## config.mk

```make
export PLATFORM = sky130hd
export DESIGN_NAME = counter_sweep_ctrl_flat
export DESIGN_NICKNAME = d
export VERILOG_FILES = /design/src/rtl/counter_sweep_if.sv /design/src/rtl/counter_sweep_ctrl.sv /design/src/flat_wrapper.sv
export SDC_FILE = /design/constraint.sdc
export NUM_CORES = 1
export LEC_CHECK = 0
export CAP_MARGIN = 20
export CORE_UTILIZATION = 47
export DETAILED_ROUTE_END_ITERATION = 10
export PLACE_DENSITY_LB_ADDON = 0.08
export SLEW_MARGIN = 20
export SYNTH_ARGS = -nofsm -noshare
export SYNTH_HDL_FRONTEND = slang
export SYNTH_SLANG_ARGS = --single-unit
export TNS_END_PERCENT = 100
```

## constraint.sdc

```tcl
create_clock -name clk -period 2.5 [get_ports clk]
set_input_delay 0.75 -clock clk [delete_from_list [all_inputs] [get_ports clk]]
set_output_delay 0.75 -clock clk [all_outputs]
set_load 0.05 [all_outputs]
```

## src/rtl/counter_sweep_if.sv

```systemverilog
//------------------------------------------------------------------------------
// counter_sweep_if : control/status bundle between the sweep controller and
// its counter. cnt_err exists only when COUNT_CHECK_EN is defined.
// Revision 1.0
//------------------------------------------------------------------------------
`timescale 1ns/1ps
`default_nettype none

interface counter_sweep_if #(parameter int WIDTH = 4);
  logic             start;
  logic             abort;
  logic             hold;
  logic [WIDTH-1:0] lo;
  logic [WIDTH-1:0] hi;
  logic [3:0]       passes;
  logic [WIDTH-1:0] count;
  logic             en;
  logic             dn;
  logic             load;
  logic [WIDTH-1:0] data;
  logic             busy;
  logic             done;
  logic             cfg_err;
`ifdef COUNT_CHECK_EN
  logic             cnt_err;
`endif

  modport master (
    input  start, abort, hold, lo, hi, passes, count,
    output en, dn, load, data, busy, done, cfg_err
`ifdef COUNT_CHECK_EN
    , output cnt_err
`endif
  );

  modport slave (
    output start, abort, hold, lo, hi, passes, count,
    input  en, dn, load, data, busy, done, cfg_err
`ifdef COUNT_CHECK_EN
    , input cnt_err
`endif
  );
endinterface

`default_nettype wire

```

## src/rtl/counter_sweep_ctrl.sv

```systemverilog
//------------------------------------------------------------------------------
// counter_sweep_ctrl : drives an up/down counter through lo..hi..lo triangles.
// Optional COUNT_CHECK_EN adds a shadow count model and sticky cnt_err.
// Revision 1.0
//------------------------------------------------------------------------------
`timescale 1ns/1ps
`default_nettype none

module counter_sweep_ctrl #(
  parameter int WIDTH = 4
) (
  input  logic            clk,
  input  logic            rst_n,
  counter_sweep_if.master bus
);

  typedef enum logic [2:0] {
    S_IDLE = 3'd0,
    S_LOAD = 3'd1,
    S_UP   = 3'd2,
    S_DOWN = 3'd3,
    S_DONE = 3'd4
  } state_t;

  localparam logic [WIDTH-1:0] C_ONE = {{(WIDTH-1){1'b0}}, 1'b1};

  state_t           state_q, state_d;
  logic [WIDTH-1:0] lo_q, lo_d;
  logic [WIDTH-1:0] hi_q, hi_d;
  logic [3:0]       pass_q, pass_d;
  logic             cfg_err_q, cfg_err_d;
  logic             cfg_ok;
  logic             ctl_en, ctl_dn, ctl_load, is_busy;

  assign cfg_ok = (bus.lo < bus.hi) && (bus.passes != 4'd0);

  always_comb begin
    state_d   = state_q;
    lo_d      = lo_q;
    hi_d      = hi_q;
    pass_d    = pass_q;
    cfg_err_d = 1'b0;
    case (state_q)
      S_IDLE: begin
        if (bus.start) begin
          if (cfg_ok) begin
            lo_d    = bus.lo;
            hi_d    = bus.hi;
            pass_d  = bus.passes;
            state_d = S_LOAD;
          end else begin
            cfg_err_d = 1'b1;
          end
        end
      end
      S_LOAD: state_d = S_UP;
      S_UP: begin
        if (!bus.hold && (bus.count == hi_q - C_ONE)) state_d = S_DOWN;
      end
      S_DOWN: begin
        if (!bus.hold && (bus.count == lo_q + C_ONE)) begin
          pass_d  = pass_q - 4'd1;
          state_d = (pass_q == 4'd1) ? S_DONE : S_UP;
        end
      end
      S_DONE:  state_d = S_IDLE;
      default: state_d = S_IDLE;
    endcase
    // abort overrides hold and the bound checks above
    if (bus.abort && (state_q != S_IDLE)) state_d = S_IDLE;
  end

  always_ff @(posedge clk or negedge rst_n) begin
    if (!rst_n) begin
      state_q   <= S_IDLE;
      lo_q      <= '0;
      hi_q      <= '0;
      pass_q    <= 4'd0;
      cfg_err_q <= 1'b0;
    end else begin
      state_q   <= state_d;
      lo_q      <= lo_d;
      hi_q      <= hi_d;
      pass_q    <= pass_d;
      cfg_err_q <= cfg_err_d;
    end
  end

  // hold gates en combinationally so releasing it loses no cycle
  assign ctl_load = (state_q == S_LOAD);
  assign ctl_dn   = (state_q == S_DOWN);
  assign ctl_en   = ctl_load || (((state_q == S_UP) || (state_q == S_DOWN)) && !bus.hold);
  assign is_busy  = (state_q != S_IDLE);

  assign bus.en      = ctl_en;
  assign bus.dn      = ctl_dn;
  assign bus.load    = ctl_load;
  assign bus.data    = lo_q;
  assign bus.busy    = is_busy;
  assign bus.done    = (state_q == S_DONE);
  assign bus.cfg_err = cfg_err_q;

`ifdef COUNT_CHECK_EN
  logic [WIDTH-1:0] pred_q, pred_d;
  logic             chk_q, chk_d;
  logic             cnt_err_q, cnt_err_d;

  always_comb begin
    pred_d    = bus.count;
    chk_d     = is_busy;
    cnt_err_d = cnt_err_q;
    if (ctl_load)    pred_d = lo_q;
    else if (ctl_en) pred_d = ctl_dn ? (bus.count - C_ONE) : (bus.count + C_ONE);
    if ((state_q == S_IDLE) && bus.start && cfg_ok) begin
      cnt_err_d = 1'b0;
    end else if (chk_q && is_busy && (bus.count != pred_q)) begin
      cnt_err_d = 1'b1;
    end
  end

  always_ff @(posedge clk or negedge rst_n) begin
    if (!rst_n) begin
      pred_q    <= '0;
      chk_q     <= 1'b0;
      cnt_err_q <= 1'b0;
    end else begin
      pred_q    <= pred_d;
      chk_q     <= chk_d;
      cnt_err_q <= cnt_err_d;
    end
  end

  assign bus.cnt_err = cnt_err_q;
`endif

endmodule

`default_nettype wire

```

## src/flat_wrapper.sv

```systemverilog
// flat-port wrapper written by rule: the top's interface ports become plain ports
module counter_sweep_ctrl_flat 
#(
  parameter int WIDTH = 4
)
  (clk, rst_n, bus_start, bus_abort, bus_hold, bus_lo, bus_hi, bus_passes, bus_count, bus_en, bus_dn, bus_load, bus_data, bus_busy, bus_done, bus_cfg_err);
  counter_sweep_if #(.WIDTH(WIDTH)) bus_i ();
  input  logic clk;
  input  logic rst_n;
  input wire logic [$bits(bus_i.start)-1:0] bus_start;
  input wire logic [$bits(bus_i.abort)-1:0] bus_abort;
  input wire logic [$bits(bus_i.hold)-1:0] bus_hold;
  input wire logic [$bits(bus_i.lo)-1:0] bus_lo;
  input wire logic [$bits(bus_i.hi)-1:0] bus_hi;
  input wire logic [$bits(bus_i.passes)-1:0] bus_passes;
  input wire logic [$bits(bus_i.count)-1:0] bus_count;
  output wire logic [$bits(bus_i.en)-1:0] bus_en;
  output wire logic [$bits(bus_i.dn)-1:0] bus_dn;
  output wire logic [$bits(bus_i.load)-1:0] bus_load;
  output wire logic [$bits(bus_i.data)-1:0] bus_data;
  output wire logic [$bits(bus_i.busy)-1:0] bus_busy;
  output wire logic [$bits(bus_i.done)-1:0] bus_done;
  output wire logic [$bits(bus_i.cfg_err)-1:0] bus_cfg_err;
  assign bus_i.start = bus_start;
  assign bus_i.abort = bus_abort;
  assign bus_i.hold = bus_hold;
  assign bus_i.lo = bus_lo;
  assign bus_i.hi = bus_hi;
  assign bus_i.passes = bus_passes;
  assign bus_i.count = bus_count;
  assign bus_en = bus_i.en;
  assign bus_dn = bus_i.dn;
  assign bus_load = bus_i.load;
  assign bus_data = bus_i.data;
  assign bus_busy = bus_i.busy;
  assign bus_done = bus_i.done;
  assign bus_cfg_err = bus_i.cfg_err;
  counter_sweep_ctrl #(.WIDTH(WIDTH)) u_core (.clk(clk), .rst_n(rst_n), .bus(bus_i));
endmodule
```

==> impl_metrics.ini <==
[status]
status = completed

[cts]
ctsRootBufferMaster = clkbuf_4
numClockSinks = 16
cts.path.max_buffers = 2
cts_max_level = 1
cts_tree = yes
path_clk_slew_ns = 0.10
cts_hold_buffers = 0
clk-insertion-delay-late_ns = 0.30
cts_setup_buffers = 0
cts_resized = 1
cts_buffers = 3

[die]
fp-row-count = 17
die_w_um = 50.2
die_area_mm2 = 0.00252
io_pins = 31
core_mm2 = 0.00219
die_h_um = 50.2
start_util_pct = 49.7

[sta]
fin_ws_ns = 0.0619
maxSlewHeadroom_pct = 65.1
rsz0062_at_grt = false
setup_tns_ns = 0
final_hold_viol_count = 0
min_period_over_period_pct = 97.5
maxSlewViolCount = 0
fmax_ghz = 0.410
finalClockSkew_ns = 0.00263
setup_viol = 0
hold_ws_ns = 0.535
period_minus_slack_ns = 2.44
tightest_slew_ns = 0.522

[drt]
dr.pass1.iters = 4
wl_per_cell_um = 14.3
viasPerCell = 5.29
via_count = 958
antenna_left = 0
routed_wl_um = 2590
drt_iter0_drc = 28
drc = 0

[min_path]
hold_end = u_core.hi_q[3]
whs_path_depth = 2
hold_start = u_core.hi_q[3]
hp-class = flop to flop

[layout]
n_antenna_cell = 0
final_area_mm2 = 0.00156
drive_gt1_share_pct = 22.2
area_delta_synth_final_pct = 42.7
nets = 182
final_util_pct = 71.0

[yosys]
synth_area_mm2 = 0.00109
synth_flop_cell = dfrtp_1
yosys_warnings = 0
synth_commonest_cells = 16 x dfrtp_1, 10 x inv_1, 8 x xnor2_1, 7 x ha_1
synth_top_area_cell = dfrtp_1
seq_area_frac_synth_pct = 36.7
synth_most_common_cell = dfrtp_1
synth_edf_count = 0
synth-seq-cells = 16
synth_nets = 136
synthTopCellsByArea = dfrtp_1 37%, ha_1 8.0%, mux2_4 6.9%
async_flop_share_pct = 100
syn_inst = 108
yosysUniqueCellTypes = 36
syn_avg_cell_area_um2 = 10.1
synth_top_cell_area_share_pct = 36.7

[pwr]
ir_drop_uv = 616
powerDensity_mw_per_mm2 = 827
total_leakage_power_uw = 0.000700

[setup_path]
rrSetupSlack_ns = 0.44
reg2regPathDepth = 6
cp-end-kind = primary output
cp.required_ns = 1.75
critPathKind = primary input to primary output
crit_slowest_cell = clkdlybuf4s50_1
crit_fanout = 3
path_cells = clkdlybuf4s50_1 -> a21oi_1 -> buf_12
r2r_start = u_core.state_q[1]
cp-start-kind = primary input
r2r-end = u_core.bus.data[2]
max_stage_delay_ns = 0.47
worstPathArrival_ns = 1.69

[place]
dp_slack_ns = -0.133
io_buffer_count = 30
gp_congestion = 0.930
dpl_cell_area_mm2 = 0.00152
dp_hpwl_um = 2030

[grt]
track_usage_pct = 24.0
grt_pass1_vias = 1001
antenna_found_initial = 0
grt_max_degree = 17
globalRouteOverflowTotal = 0
grt_pass1_wl_um = 4440

[job]
maxCapViolCount = 0
==> metal layers <==
metal	wire [um]	vias to the layer above	track usage, %	share of wire, %
li1	-	478	-	-
met2	1280	23	40.9	49
met5	0	-	0	0
met4	35	0	10.0	1.4
met3	123	4	4.24	4.8
met1	1150	453	29.4	45
==> cell usage in the layout (no fill, tap or decap), types with 2 or more instances in the layout <==
cell / netlist / layout
mux2_4: 5 / 5
clkbuf_4: 0 / 3
nor3b_1: 2 / 2
buf_4: 0 / 17
nand3_1: 4 / 4
ha_1: 7 / 7
nor4_1: 2 / 2
inv_1: 10 / 10
nand2_1: 4 / 4
nor2_1: 5 / 5
nor3b_2: 2 / 2
xnor2_1: 8 / 8
xor2_1: 4 / 4
o32ai_1: 2 / 2
o211ai_1: 3 / 3
a21oi_1: 4 / 4
nor3_1: 5 / 5
o21ai_1: 4 / 4
buf_12: 0 / 2
clkdlybuf4s50_1: 0 / 25
dfrtp_1: 16 / 16
==> power breakdown <==
group | leakage, uW | switching [uW] | total, uW | internal, uW
registers | 0.000196 | 87.6 | 428 | 340
clock network | 0.0000210 | 90.9 | 180 | 88.9
logic | 0.000483 | 351 | 678 | 327
total | 0.000700 | 529 | 1290 | 756
==> kinds of logic (layout without fill, tap and decap cells) <==
family / after synthesis / count (layout) / synth area share (%)
xor+xnor: 12 / 12 / 9.64
flops: 16 / 16 / 36.7
fa+ha+maj: 7 / 7 / 8.04
compound gates: 22 / 22 / 14.2
simple gates: 32 / 32 / 18.0
mux: 5 / 5 / 6.89
buf+inv: 14 / 59 / 6.43
==> worst max path at each step <==
stage                                 start                  to  slack (ns)  depth (start not counted)
after global routing               bus_hold              bus_en        0.02                          3
after global placement            bus_start  u_core.bus.data[0]       -0.10                          6
after CTS                          bus_hold              bus_en        0.07                          3
after detailed placement          bus_start  u_core.bus.data[2]       -0.13                          6
final                              bus_hold              bus_en        0.06                          3
after floorplan           u_core.state_q[1]            bus_done        0.10                          2
==> critical path: cells and delay by family <==
| kind | cells | cell delay, ns |
|---|---|---|
| AO/OA/AOI/OAI | 1 | 0.29 |
| buffers and inverters | 2 | 0.65 |
==> area by class of cell <==
cell class / count / area [um2]
Multi-Input combinational cell: 78 / 619
Sequential cell: 16 / 400
Tap cell: 28 / 35.0
Fill cell: 169 / 636
Timing Repair Buffer: 45 / 427
Clock buffer: 4 / 36.3
Inverter: 10 / 37.5
==> through the flow <==
stage | instances | power, uW
floorplan | 108 | 884
CTS | 181 | 1290
global route | 181 | 1370
finish | 181 | 1290
global placement | 177 | 1100
detailed placement | 177 | 1110
==> registers in the layout, indices dropped and copies added, names as in the netlist <==
name / count
u_core.state_q: 3
u_core.bus.cfg_err: 1
u_core.bus.data: 4
u_core.pass_q: 4
u_core.hi_q: 4
(Power assumes the default switching activity.)
